## src/rtl/filtro_pkg.sv

```systemverilog
// Shared types and default limits for the temperature conditioning filter.
package filtro_pkg;

  typedef logic signed [10:0] temp_t;

  typedef enum logic [1:0] {
    VACIO    = 2'b00,
    OPERANDO = 2'b01,
    FALLA    = 2'b10
  } estado_filtro_t;

  localparam int LOG2_N_DEF       = 3;
  localparam int TEMP_MIN_DEF     = -400;
  localparam int TEMP_MAX_DEF     = 1000;
  localparam int MAX_RECHAZOS_DEF = 4;
  localparam int DELTA_MAX_DEF    = 50;

  // 12 bits hold every difference of two 11-bit signed values, so no overflow.
  function automatic logic [11:0] dif_abs(input temp_t a, input temp_t b);
    logic signed [11:0] d;
    d = {a[10], a} - {b[10], b};
    return d[11] ? 12'(-d) : 12'(d);
  endfunction

endpackage

```

## src/rtl/filtro_ventana.sv

```systemverilog
// Circular sample window with running sum; o_media is the next floor average.
// Combinational next-sum view, state updates on the capture edge; no backpressure.
module filtro_ventana
  import filtro_pkg::*;
#(
  parameter int LOG2_N = 3
) (
  input  logic  clk,
  input  logic  arst_n,
  input  logic  i_prime,
  input  logic  i_push,
  input  temp_t i_dato,
  output temp_t o_media
);

  localparam int N  = 1 << LOG2_N;
  localparam int SW = 11 + LOG2_N;

  temp_t                r_buf [N];
  logic [LOG2_N-1:0]    r_ptr;
  logic signed [SW-1:0] r_suma;
  logic signed [SW-1:0] w_suma_sig;
  logic signed [SW-1:0] w_dato_ext;
  logic signed [SW-1:0] w_viejo_ext;

  assign w_dato_ext  = {{LOG2_N{i_dato[10]}}, i_dato};
  assign w_viejo_ext = {{LOG2_N{r_buf[r_ptr][10]}}, r_buf[r_ptr]};

  always_comb begin
    w_suma_sig = r_suma;
    if (i_prime) begin
      w_suma_sig = w_dato_ext <<< LOG2_N;
    end else if (i_push) begin
      w_suma_sig = r_suma - w_viejo_ext + w_dato_ext;
    end
  end

  // The top 11 bits of the sum are exactly sum >>> LOG2_N (floor toward -inf).
  assign o_media = w_suma_sig[SW-1:LOG2_N];

  always_ff @(posedge clk or negedge arst_n) begin
    if (!arst_n) begin
      for (int i = 0; i < N; i++) begin
        r_buf[i] <= '0;
      end
      r_ptr  <= '0;
      r_suma <= '0;
    end else if (i_prime) begin
      for (int i = 0; i < N; i++) begin
        r_buf[i] <= i_dato;
      end
      r_ptr  <= '0;
      r_suma <= w_suma_sig;
    end else if (i_push) begin
      r_buf[r_ptr] <= i_dato;
      r_ptr        <= r_ptr + 1'b1;
      r_suma       <= w_suma_sig;
    end
  end

endmodule

```

## src/rtl/filtro_temperatura.sv

```systemverilog
// Range-checked moving average of raw sensor samples with fault detection; FILTRO_PICO_EN adds spike rejection.
// Output registered on the edge that captures an accepted sample; no backpressure, one sample per strobe.
module filtro_temperatura
  import filtro_pkg::*;
#(
  parameter int LOG2_N       = LOG2_N_DEF,
  parameter int TEMP_MIN     = TEMP_MIN_DEF,
  parameter int TEMP_MAX     = TEMP_MAX_DEF,
  parameter int MAX_RECHAZOS = MAX_RECHAZOS_DEF
`ifdef FILTRO_PICO_EN
  ,
  parameter int DELTA_MAX    = DELTA_MAX_DEF
`endif
) (
  input  logic        clk,
  input  logic        arst_n,
  input  logic        muestra_valida,
  input  logic [10:0] muestra,
  output logic [10:0] temp_filtrada,
  output logic        salida_valida,
  output logic        falla_sensor,
  output logic [1:0]  estado
);

  localparam temp_t      C_MIN = temp_t'(TEMP_MIN);
  localparam temp_t      C_MAX = temp_t'(TEMP_MAX);
  localparam logic [3:0] C_REC = 4'(MAX_RECHAZOS);

  estado_filtro_t r_estado, w_estado_sig;
  logic [3:0]     r_rechazos, w_rechazos_sig, w_rechazos_inc;
  temp_t          r_temp;
  logic           r_vld;

  temp_t w_muestra;
  temp_t w_media;
  logic  w_en_rango, w_pico, w_acepta, w_rechaza;
  logic  w_prime, w_push;

  assign w_muestra  = temp_t'(muestra);
  assign w_en_rango = (w_muestra >= C_MIN) && (w_muestra <= C_MAX);

`ifdef FILTRO_PICO_EN
  localparam logic [11:0] C_DELTA = 12'(DELTA_MAX);
  logic [11:0] w_dif_abs;

  assign w_dif_abs = dif_abs(w_muestra, r_temp);
  assign w_pico    = (r_estado == OPERANDO) && (w_dif_abs > C_DELTA);
`else
  assign w_pico = 1'b0;
`endif

  assign w_acepta  = muestra_valida && w_en_rango && !w_pico;
  assign w_rechaza = muestra_valida && !w_acepta;

  // Saturating count of consecutive rejects; gaps without a strobe do not count.
  assign w_rechazos_inc = (r_rechazos >= C_REC) ? C_REC : r_rechazos + 4'd1;

  always_ff @(posedge clk or negedge arst_n) begin
    if (!arst_n) begin
      r_estado   <= VACIO;
      r_rechazos <= '0;
    end else begin
      r_estado   <= w_estado_sig;
      r_rechazos <= w_rechazos_sig;
    end
  end

  always_comb begin
    w_estado_sig   = r_estado;
    w_rechazos_sig = r_rechazos;
    w_prime        = 1'b0;
    w_push         = 1'b0;
    case (r_estado)
      VACIO, FALLA: begin
        if (w_acepta) begin
          w_prime        = 1'b1;
          w_rechazos_sig = '0;
          w_estado_sig   = OPERANDO;
        end else if (w_rechaza) begin
          w_rechazos_sig = w_rechazos_inc;
          if (w_rechazos_inc == C_REC) begin
            w_estado_sig = FALLA;
          end
        end
      end
      OPERANDO: begin
        if (w_acepta) begin
          w_push         = 1'b1;
          w_rechazos_sig = '0;
        end else if (w_rechaza) begin
          w_rechazos_sig = w_rechazos_inc;
          if (w_rechazos_inc == C_REC) begin
            w_estado_sig = FALLA;
          end
        end
      end
      default: begin
        w_estado_sig   = VACIO;
        w_rechazos_sig = '0;
      end
    endcase
  end

  filtro_ventana #(
    .LOG2_N (LOG2_N)
  ) u_ventana (
    .clk     (clk),
    .arst_n  (arst_n),
    .i_prime (w_prime),
    .i_push  (w_push),
    .i_dato  (w_muestra),
    .o_media (w_media)
  );

  always_ff @(posedge clk or negedge arst_n) begin
    if (!arst_n) begin
      r_temp <= '0;
      r_vld  <= 1'b0;
    end else begin
      r_vld <= w_acepta;
      if (w_acepta) begin
        r_temp <= w_media;
      end
    end
  end

  assign temp_filtrada = r_temp;
  assign salida_valida = r_vld;
  assign falla_sensor  = (r_estado == FALLA);
  assign estado        = r_estado;

endmodule

```

## config.mk

```make
export PLATFORM = sky130hd
export DESIGN_NAME = filtro_temperatura
export DESIGN_NICKNAME = d
export VERILOG_FILES = /design/src/rtl/filtro_pkg.sv /design/src/rtl/filtro_ventana.sv /design/src/rtl/filtro_temperatura.sv
export SDC_FILE = /design/constraint.sdc
export NUM_CORES = 1
export LEC_CHECK = 0
export CAP_MARGIN = 20
export CORE_MARGIN = 3
export CORE_UTILIZATION = 50
export CTS_BUF_LIST = sky130_fd_sc_hd__clkbuf_16
export DETAILED_ROUTE_END_ITERATION = 6
export PLACE_DENSITY = 0.71
export SKIP_LAST_GASP = 1
export SYNTH_ARGS = -nofsm -noshare
export SYNTH_HDL_FRONTEND = slang
export SYNTH_SLANG_ARGS = --single-unit
```

## constraint.sdc

```tcl
create_clock -name clk -period 5.4 [get_ports clk]
set_input_delay 1.08 -clock clk [delete_from_list [all_inputs] [get_ports clk]]
set_output_delay 1.08 -clock clk [all_outputs]
set_load 0.1 [all_outputs]
```

==> results of run 1 <==
sequential cells by signal, summed over array words and instances, names as in the netlist:
name	flops
estado	2
r_rechazos	4
u_ventana.r_buf	88
u_ventana.r_suma	14
salida_valida	1
u_ventana.r_ptr	3
temp_filtrada	11
worst min path at each step:
| stage | start | end | depth (start not counted) |
|---|---|---|---|
| floorplan | u_ventana.r_buf[19]$_DFFE_PN0P_ | u_ventana.r_buf[19]$_DFFE_PN0P_ | 2 |
| finish | u_ventana.r_buf[19]$_DFFE_PN0P_ | u_ventana.r_buf[19]$_DFFE_PN0P_ | 2 |
| global placement | u_ventana.r_buf[84]$_DFFE_PN0P_ | u_ventana.r_buf[84]$_DFFE_PN0P_ | 2 |
| CTS | u_ventana.r_buf[19]$_DFFE_PN0P_ | u_ventana.r_buf[19]$_DFFE_PN0P_ | 2 |
| global route | u_ventana.r_buf[21]$_DFFE_PN0P_ | u_ventana.r_buf[21]$_DFFE_PN0P_ | 2 |
| detailed placement | u_ventana.r_buf[19]$_DFFE_PN0P_ | u_ventana.r_buf[19]$_DFFE_PN0P_ | 2 |
routing by layer:
metal  part of all wire  wire length (µm)  up-vias  GRT usage
li1                   -                 -     2475          -
met1               0.44              7730     2623      0.354
met2               0.46              8120      207      0.381
met3              0.075              1310       30     0.0766
met4              0.018               308        0     0.0819
met5                  0                 0        -          0
worst max-delay path, cell delays in order, from the launching register on:
cell and delay (ps):
sky130_fd_sc_hd__dfrtp_1 840, sky130_fd_sc_hd__buf_4 380, sky130_fd_sc_hd__mux2_2 370, sky130_fd_sc_hd__a22oi_1 160, sky130_fd_sc_hd__o221ai_1 170, sky130_fd_sc_hd__fa_1 510
sky130_fd_sc_hd__inv_1 50, sky130_fd_sc_hd__ha_1 350, sky130_fd_sc_hd__a21o_2 250, sky130_fd_sc_hd__a41oi_2 320, sky130_fd_sc_hd__o21ai_2 140, sky130_fd_sc_hd__or4_1 410
sky130_fd_sc_hd__and4_4 190, sky130_fd_sc_hd__a221oi_2 200
cells by family after synthesis:
kind of cell	after synthesis
muxes	35
and+or+nand+nor	204
buffers and inverters	102
xor gates and xnor gates	13
DFF	123
AOI/OAI and AO/OA	197
adders and majority gates	30
cell type report:
type / count / area, µm²
fill: 1098 / 5120
timing repair buffer: 39 / 388
tap: 172 / 215
clock inverter: 15 / 183
sequential: 123 / 3080
inverter: 59 / 221
clock buffer: 17 / 425
multi-input combinational: 479 / 3200
placed cells by master (no fill, tap or decap), types with 3 or more instances in the layout:
cell / Yosys / routed
sky130_fd_sc_hd__o22ai_1: 8 / 8
sky130_fd_sc_hd__buf_4: 2 / 10
sky130_fd_sc_hd__a22oi_1: 11 / 11
sky130_fd_sc_hd__nand3_1: 10 / 10
sky130_fd_sc_hd__clkinv_1: 5 / 7
sky130_fd_sc_hd__and3_1: 6 / 6
sky130_fd_sc_hd__xnor2_1: 6 / 6
sky130_fd_sc_hd__nor3_1: 9 / 9
sky130_fd_sc_hd__fa_1: 13 / 13
sky130_fd_sc_hd__or4_1: 3 / 3
sky130_fd_sc_hd__o21ai_0: 104 / 102
sky130_fd_sc_hd__inv_1: 53 / 55
sky130_fd_sc_hd__clkdlybuf4s50_1: 0 / 27
sky130_fd_sc_hd__ha_1: 17 / 17
sky130_fd_sc_hd__mux2i_1: 11 / 11
sky130_fd_sc_hd__o221ai_1: 7 / 7
sky130_fd_sc_hd__nand2_1: 129 / 129
sky130_fd_sc_hd__dfrtp_1: 123 / 123
sky130_fd_sc_hd__mux2_2: 15 / 15
sky130_fd_sc_hd__a222oi_1: 3 / 3
sky130_fd_sc_hd__a21oi_1: 22 / 22
sky130_fd_sc_hd__bufinv_16: 0 / 4
sky130_fd_sc_hd__clkbuf_16: 0 / 17
sky130_fd_sc_hd__nor2_1: 32 / 32
sky130_fd_sc_hd__o21ai_1: 2 / 4
sky130_fd_sc_hd__xor2_1: 7 / 7
sky130_fd_sc_hd__a221oi_1: 4 / 4
sky130_fd_sc_hd__mux4_2: 9 / 9
sky130_fd_sc_hd__clkinvlp_4: 0 / 5
through the flow:
step / std cells / hold WS [ps] / setup slack (ps) / cell area, µm²
after floorplan: 704 / 443 / 1580 / 6680
after CTS: 902 / 478 / 959 / 7660
final: 904 / 474 / 946 / 7710
after global placement: 870 / 457 / 1050 / 7060
after detailed placement: 870 / 466 / 968 / 7060
after global routing: 904 / 499 / 713 / 7710
==> metrics.txt, run 1 <==
share of the yosys chip area belonging to registers 0.461; layout cells sized above 1 0.112; Setup CP Type reg -> reg; simple logic cell fraction of the synthesized area 0.132; Slew Viols, Final 0; top cells by instance count after synthesis sky130_fd_sc_hd__nand2_1, sky130_fd_sc_hd__dfrtp_1, sky130_fd_sc_hd__o21ai_0; Synthesized Nets 748; flip-flop and latch count after synthesis 123; global-route usage over all layers 0.253; count of buffers from port buffering 28; final hold violation count 0; most area-consuming cells after synthesis sky130_fd_sc_hd__dfrtp_1, sky130_fd_sc_hd__o21ai_0, sky130_fd_sc_hd__nand2_1; Core Region 12,800 µm²; destination of the critical timing path temp_filtrada[7]$_DFFE_PN0P_; unique cell type count in the Yosys netlist 68; share of cell area taken by muxes after synthesis 0.0721; initial standard-cell utilization of the core 0.521; share of the cycle needed by the critical path after routing 0.825; pin slew with the least headroom to its limit 1070 ps; die span in x 122 µm; Synth Area in Compound Gates 0.186; fraction of registers with async set or reset after synthesis 1.00; final core utilization 0.601; router iterations before antenna repair 6; post-detail-place hpwl 11,600 µm; top-level port count 29; cell with the most instances after synthesis sky130_fd_sc_hd__nand2_1; post-synthesis xor/xnor area fraction 0.0170; dominant combinational cell family by area after synthesis compound AO/OA/AOI/OAI gates; # DRC 0; Post-synth EDFFs 0; average footprint of a synthesized cell 9.49 µm²; synthesis-to-layout area growth 15.4%; Main synth FF type sky130_fd_sc_hd__dfrtp_1; setup repair after global routing missed its margin false; area fraction of the dominant cell type after synthesis 0.461; critical path startpoint category flop; average wire per standard cell 19.3 µm; buffer depth of the longest clock path 2; worst rel slew slack 0.285; final layout net count 763; Die Area 14,800 µm²; violation count after the first detailed-routing iteration 584; Critical Path Sink Type flop; clock-pin slew of the registers on the worst-case setup and hold paths 60 ps; Hold Path Class reg -> reg; number of diodes added for antenna fixing 0; largest net degree at the start of global routing 68; post-layout minimum cycle time 4450 ps; gr ovfl total 0; Critical path origin u_ventana.r_ptr[0]$_DFFE_PN0P_; Post-Synth Adder-Cell Area 0.0708; Placer Congestion 0.866; aggregate routed wire length 17,500 µm; number of buffers added to fix hold violations after cts 0; reg-to-reg setup timing slack 950 ps; number of instances in the synthesized netlist 704; data arrival time of the critical path 4780 ps; worst reg2reg path startpoint u_ventana.r_ptr[0]$_DFFE_PN0P_; post-CTS setup repair buffer count 0; Post-Route Setup TNS 0 ps; number of antenna violations at the first check in global routing 0; Max Fclk 225 MHz; Vias 5,335; cell taking the most area after synthesis sky130_fd_sc_hd__dfrtp_1; Die Span Y 122 µm; Rows 41; Required @ worst endpoint 5730 ps; CTS sink cnt 123; mapped cell area 6680 µm²; count of synthesis-stage warnings from yosys 0; number of cell instances on the worst register-to-register path 13; Num CTS Buffers 17; Via-to-Cell Ratio 5.90; number of gates resized after cts 0; worst-path fanout max 15; run status complete, no violations; TritonCTS clock tree yes; latest clock arrival within the worst-skew pair 420 ps; Max Clock Skew 5.87 ps; Reg-to-Reg End temp_filtrada[7]$_DFFE_PN0P_; Antenna Nets Post-Route 0; wire length of the first global-routing pass 28,600 µm; CTS Root Cell sky130_fd_sc_hd__clkbuf_16; max-cap check violation count 0; via count of the first global-routing pass 5,429; Clock H-tree levels 4; final setup fails 0
Power of run 1 is not shown: default switching activity piles up to over one toggle a cycle in this logic, so the estimate is an artifact.
==> inputs of run 2 (changes only) <==
clock period = 4.2 ns   (was 5.4 ns; I/O delays follow)
==> run 2 against run 1 <==
Count of clock-buffer cells in the layout stayed put. Wire length decreased by 0.89%. Core utilization up 0.75 points. Maximum frequency is 13% higher. Largest cell class unchanged. Critical endpoint unchanged. Die area is the same. Hold slack gained 2.7 ps. Register-to-register slack worse by 690 ps. Setup slack worse by 690 ps.
==> metrics.txt, run 2 (synthesized netlist as in run 1, its figures left out) <==
run status complete, no violations; Post-Route Setup TNS 0 ps; buffer depth of the longest clock path 2; Clock H-tree levels 4; # DRC 0; Antenna Nets Post-Route 0; Setup CP Type reg -> reg; setup repair after global routing missed its margin false; post-detail-place hpwl 12,200 µm; post-layout minimum cycle time 3950 ps; final hold violation count 0; layout cells sized above 1 0.135; Core Region 12,800 µm²; pin slew with the least headroom to its limit 1000 ps; CTS Root Cell sky130_fd_sc_hd__clkbuf_16; Slew Viols, Final 0; average wire per standard cell 18.7 µm; Placer Congestion 0.889; Die Span Y 122 µm; Die Area 14,800 µm²; global-route usage over all layers 0.255; final setup fails 0; Vias 5,437; data arrival time of the critical path 4270 ps; Num CTS Buffers 17; number of buffers added to fix hold violations after cts 0; Via-to-Cell Ratio 5.88; worst-path fanout max 13; Max Clock Skew 7.54 ps; critical path startpoint category flop; share of the cycle needed by the critical path after routing 0.940; Max Fclk 253 MHz; gr ovfl total 0; max-cap check violation count 0; number of gates resized after cts 0; largest stage delay on the critical path 660 ps; post-CTS setup repair buffer count 0; latest clock arrival within the worst-skew pair 410 ps; number of flip-flops under the largest register name 88; count of buffers from port buffering 28; wire length of the first global-routing pass 29,000 µm; largest net degree at the start of global routing 76; slowest CP cell sky130_fd_sc_hd__dfrtp_1; Required @ worst endpoint 4520 ps; Critical Path Sink Type flop; die span in x 122 µm; TritonCTS clock tree yes; Most flops, register u_ventana.r_buf; Hold Path Class reg -> reg; worst rel slew slack 0.329; top-level port count 29; most frequent cells in the layout sky130_fd_sc_hd__nand2_1, sky130_fd_sc_hd__dfrtp_1, sky130_fd_sc_hd__o21ai_0; number of diodes added for antenna fixing 0; final layout net count 785; most prevalent standard cell on the critical path sky130_fd_sc_hd__inv_1; CTS sink cnt 123; leading cell type in the layout, fill and taps excluded sky130_fd_sc_hd__nand2_1; Rows 41; initial standard-cell utilization of the core 0.521; via count of the first global-routing pass 5,431; chain of cells forming the critical path buf_4 -> nor2_1 -> a32o_1 -> a211oi_1 -> inv_1 -> fa_1 -> inv_1 -> ha_1 -> inv_1 -> or4_1 -> o31a_1 -> and4_4 -> a221oi_2; violation count after the first detailed-routing iteration 666; number of antenna violations at the first check in global routing 0; synthesis-to-layout area growth 16.8%; clock-pin slew of the registers on the worst-case setup and hold paths 60 ps; router iterations before antenna repair 6; aggregate routed wire length 17,300 µm
## run 2: final timing paths
| check | depth (start not counted) | endpoint | from | slack (ps) |
|---|---|---|---|---|
| min in group asynchronous | 1 | r_rechazos[3]$_DFFE_PN0P_ | arst_n | 580 |
| worst max register to register | 13 | temp_filtrada[7]$_DFFE_PN0P_ | u_ventana.r_ptr[2]$_DFFE_PN0P_ | 250 |
| worst min register to register | 2 | u_ventana.r_buf[19]$_DFFE_PN0P_ | u_ventana.r_buf[19]$_DFFE_PN0P_ | 480 |
| max in group asynchronous | 2 | u_ventana.r_buf[79]$_DFFE_PN0P_ | arst_n | 2810 |
| worst min-delay path | 2 | u_ventana.r_buf[19]$_DFFE_PN0P_ | u_ventana.r_buf[19]$_DFFE_PN0P_ | 480 |
| worst max-delay path | 13 | temp_filtrada[7]$_DFFE_PN0P_ | u_ventana.r_ptr[2]$_DFFE_PN0P_ | 250 |
## run 2: stage by stage
step,worst slack (ps),area (µm²),util,hold WS (ps),std cells
6_report,254,7800,0.608,476,925
3_3_place_gp,238,7260,0.566,457,894
5_1_grt,27.9,7800,0.608,494,925
2_1_floorplan,380,6680,-,443,704
4_1_cts,276,7800,0.608,481,925
3_5_place_dp,201,7260,0.566,469,894
## run 2: final cells by class
class                           instances  area [µm²]
Timing Repair Buffer                   61         548
Fill cell                            1086        5020
Sequential cell                       123        3080
Clock buffer                           17         425
Tap cell                              172         215
Multi-Input combinational cell        479        3200
Clock inverter                         14         113
Inverter                               59         225
## run 2: worst max-delay path, delay by kind of cell, from the launching register on
kind,cells,cell delay [ps]
compound gates,4,940
fa+ha+maj,2,850
buf+inv,4,590
flops,1,660
simple gates,3,800
## run 2: routing by layer
metal / vias up / GRT usage / wire length, µm
li1: 2523 / - / -
met1: 2654 / 0.364 / 7710
met2: 228 / 0.385 / 7990
met3: 32 / 0.0631 / 1290
met4: 0 / 0.0868 / 337
met5: - / 0 / 0
Power of run 2 is left out for the same reason.
==> inputs of run 3 (changes only) <==
RECOVER_POWER = 100   (was default)
==> run 3 against run 2 <==
The flow now finishes with violations (capacitance limit, slew limit). Flip-flop and latch count is the same. Cell count unchanged. Setup slack worse by 27 ps. Hold slack worse by 4.7 ps. Sequential share of layout area is 0.45 points higher. Core utilization decreased by 0.69 points. Largest cell class unchanged. Highest routed layer unchanged.
==> metrics.txt, run 3 (synthesized netlist as in run 1, its figures left out) <==
data arrival time of the critical path 4320 ps; number of cells on the critical path 15; post-CTS setup repair buffer count 0; end of the worst hold path temp_filtrada[1]$_DFFE_PN0P_; number of antenna violations at the first check in global routing 0; largest stage delay on the critical path 570 ps; # DRC 0; leading cell type in the layout, fill and taps excluded sky130_fd_sc_hd__nand2_1; number of cell instances on the worst register-to-register path 15; initial standard-cell utilization of the core 0.521; setup repair after global routing missed its margin false; share of the cycle needed by the critical path after routing 0.946; CTS Root Cell sky130_fd_sc_hd__clkbuf_16; Slew Viols, Final 76; buffer depth of the longest clock path 2; die span in x 122 µm; clock-pin slew of the registers on the worst-case setup and hold paths 50 ps; run status finished, violations left; Num CTS Buffers 17; Post-Route Setup TNS 0 ps; category of cells accounting for the largest share of critical-path delay compound AO/OA/AOI/OAI gates; Placer Congestion 0.889; Die Area 14,800 µm²; Clock H-tree levels 4; critical hold path startpoint temp_filtrada[1]$_DFFE_PN0P_; most frequent cells in the layout sky130_fd_sc_hd__nand2_1, sky130_fd_sc_hd__dfrtp_1, sky130_fd_sc_hd__o21ai_0; top-level port count 29; slowest CP cell sky130_fd_sc_hd__dfrtp_1; Max Fclk 252 MHz; router iterations before antenna repair 5; gr ovfl total 0; average wire per standard cell 18.7 µm; Worst Path Buf+Inv 4; Antenna Nets Post-Route 0; number of buffers added to fix hold violations after cts 0; hold depth 2; number of diodes added for antenna fixing 0; Sequential cell area 3080 µm²; failing checks capacitance limit, slew limit; number of flip-flops under the largest register name 88; global-route usage over all layers 0.255; critical path startpoint category flop; Max Clock Skew 6.57 ps; violation count after the first detailed-routing iteration 640; worst reg2reg path startpoint u_ventana.r_ptr[2]$_DFFE_PN0P_; wire length of the first global-routing pass 29,000 µm; Die Span Y 122 µm; layout cells sized above 1 0.113; final setup fails 0; post-layout minimum cycle time 3970 ps; chain of cells forming the critical path buf_4 -> clkbuf_4 -> a221oi_1 -> o22ai_1 -> fa_1 -> inv_1 -> ha_1 -> nand3_1 -> nand2_2 -> a41oi_2 -> clkbuf_1 -> o31ai_1 -> a21oi_1 -> or4_1 -> nand3_1; area of combinational cells with multiple inputs 3180 µm²; worst-path fanout max 13; Hold Path Class reg -> reg; TritonCTS clock tree yes; reg-to-reg setup timing slack 230 ps; Via-to-Cell Ratio 5.88; Rows 41; Setup CP Type reg -> reg; Critical Path Sink Type flop; max-cap check violation count 1; post-detail-place hpwl 12,200 µm; final layout net count 785; fillcell total 1,104; worst rel slew slack -0.246; Vias 5,435; CTS sink cnt 123; Most flops, register u_ventana.r_buf; Core Region 12,800 µm²; most prevalent standard cell on the critical path sky130_fd_sc_hd__nand3_1; latest clock arrival within the worst-skew pair 410 ps; via count of the first global-routing pass 5,431; final cell count without fillers 925; cell total after placement 894; pin slew with the least headroom to its limit 1870 ps; Required @ worst endpoint 4540 ps; final hold violation count 0; Reg-to-Reg End temp_filtrada[9]$_DFFE_PN0P_; synthesis-to-layout area growth 15.5%; aggregate routed wire length 17,300 µm; largest net degree at the start of global routing 76; count of buffers from port buffering 28
[run 3: what timing repair did]
action | CTS | global route
endpoints found under the hold margin | 0 | 0
resized for setup | 0 | 2
endpoints found under the setup margin | 0 | 4
[run 3: worst max path at each step]
stage / from / end / slack, ps
detailed placement: muestra[1] / temp_filtrada[10]$_DFFE_PN0P_ / 200
global placement: muestra[1] / temp_filtrada[7]$_DFFE_PN0P_ / 240
CTS: u_ventana.r_ptr[0]$_DFFE_PN0P_ / temp_filtrada[9]$_DFFE_PN0P_ / 280
global route: u_ventana.r_ptr[2]$_DFFE_PN0P_ / temp_filtrada[9]$_DFFE_PN0P_ / 30
finish: u_ventana.r_ptr[2]$_DFFE_PN0P_ / temp_filtrada[9]$_DFFE_PN0P_ / 230
floorplan: u_ventana.r_ptr[0]$_DFFE_PN0P_ / temp_filtrada[7]$_DFFE_PN0P_ / 380
[run 3: per-stage QoR]
| stage | util | cell area [µm²] | hold slack (ps) | worst slack (ps) |
|---|---|---|---|---|
| global route | 0.601 | 7710 | 494 | 28.4 |
| global placement | 0.566 | 7260 | 457 | 238 |
| detailed placement | 0.566 | 7260 | 469 | 201 |
| CTS | 0.608 | 7800 | 481 | 276 |
| finish | 0.601 | 7710 | 472 | 226 |
| floorplan | - | 6680 | 443 | 380 |
[run 3: worst min-delay path, delay by kind of cell, from the launching register on]
family / cells / cell delay [ps]
flip-flops: 1 / 330
AO/OA/AOI/OAI: 1 / 60
AND/OR/NAND/NOR: 1 / 40
[run 3: routing by layer]
layer / vias up / wire length, µm / share of wire / global-route usage
li1: 2520 / - / - / -
met1: 2676 / 7780 / 0.45 / 0.364
met2: 208 / 8000 / 0.46 / 0.385
met3: 31 / 1190 / 0.069 / 0.0631
met4: 0 / 331 / 0.019 / 0.0868
met5: - / 0 / 0 / 0
[run 3: final cells by class]
type,instances,area share
flip-flops and latches,123,0.399
inverters,59,0.0292
repair buffers,61,0.0623
clock inverters,14,0.0146
clock buffers,17,0.0552
multi-input cells,479,0.412
well taps,172,0.0279
Power of run 3 is left out for the same reason.
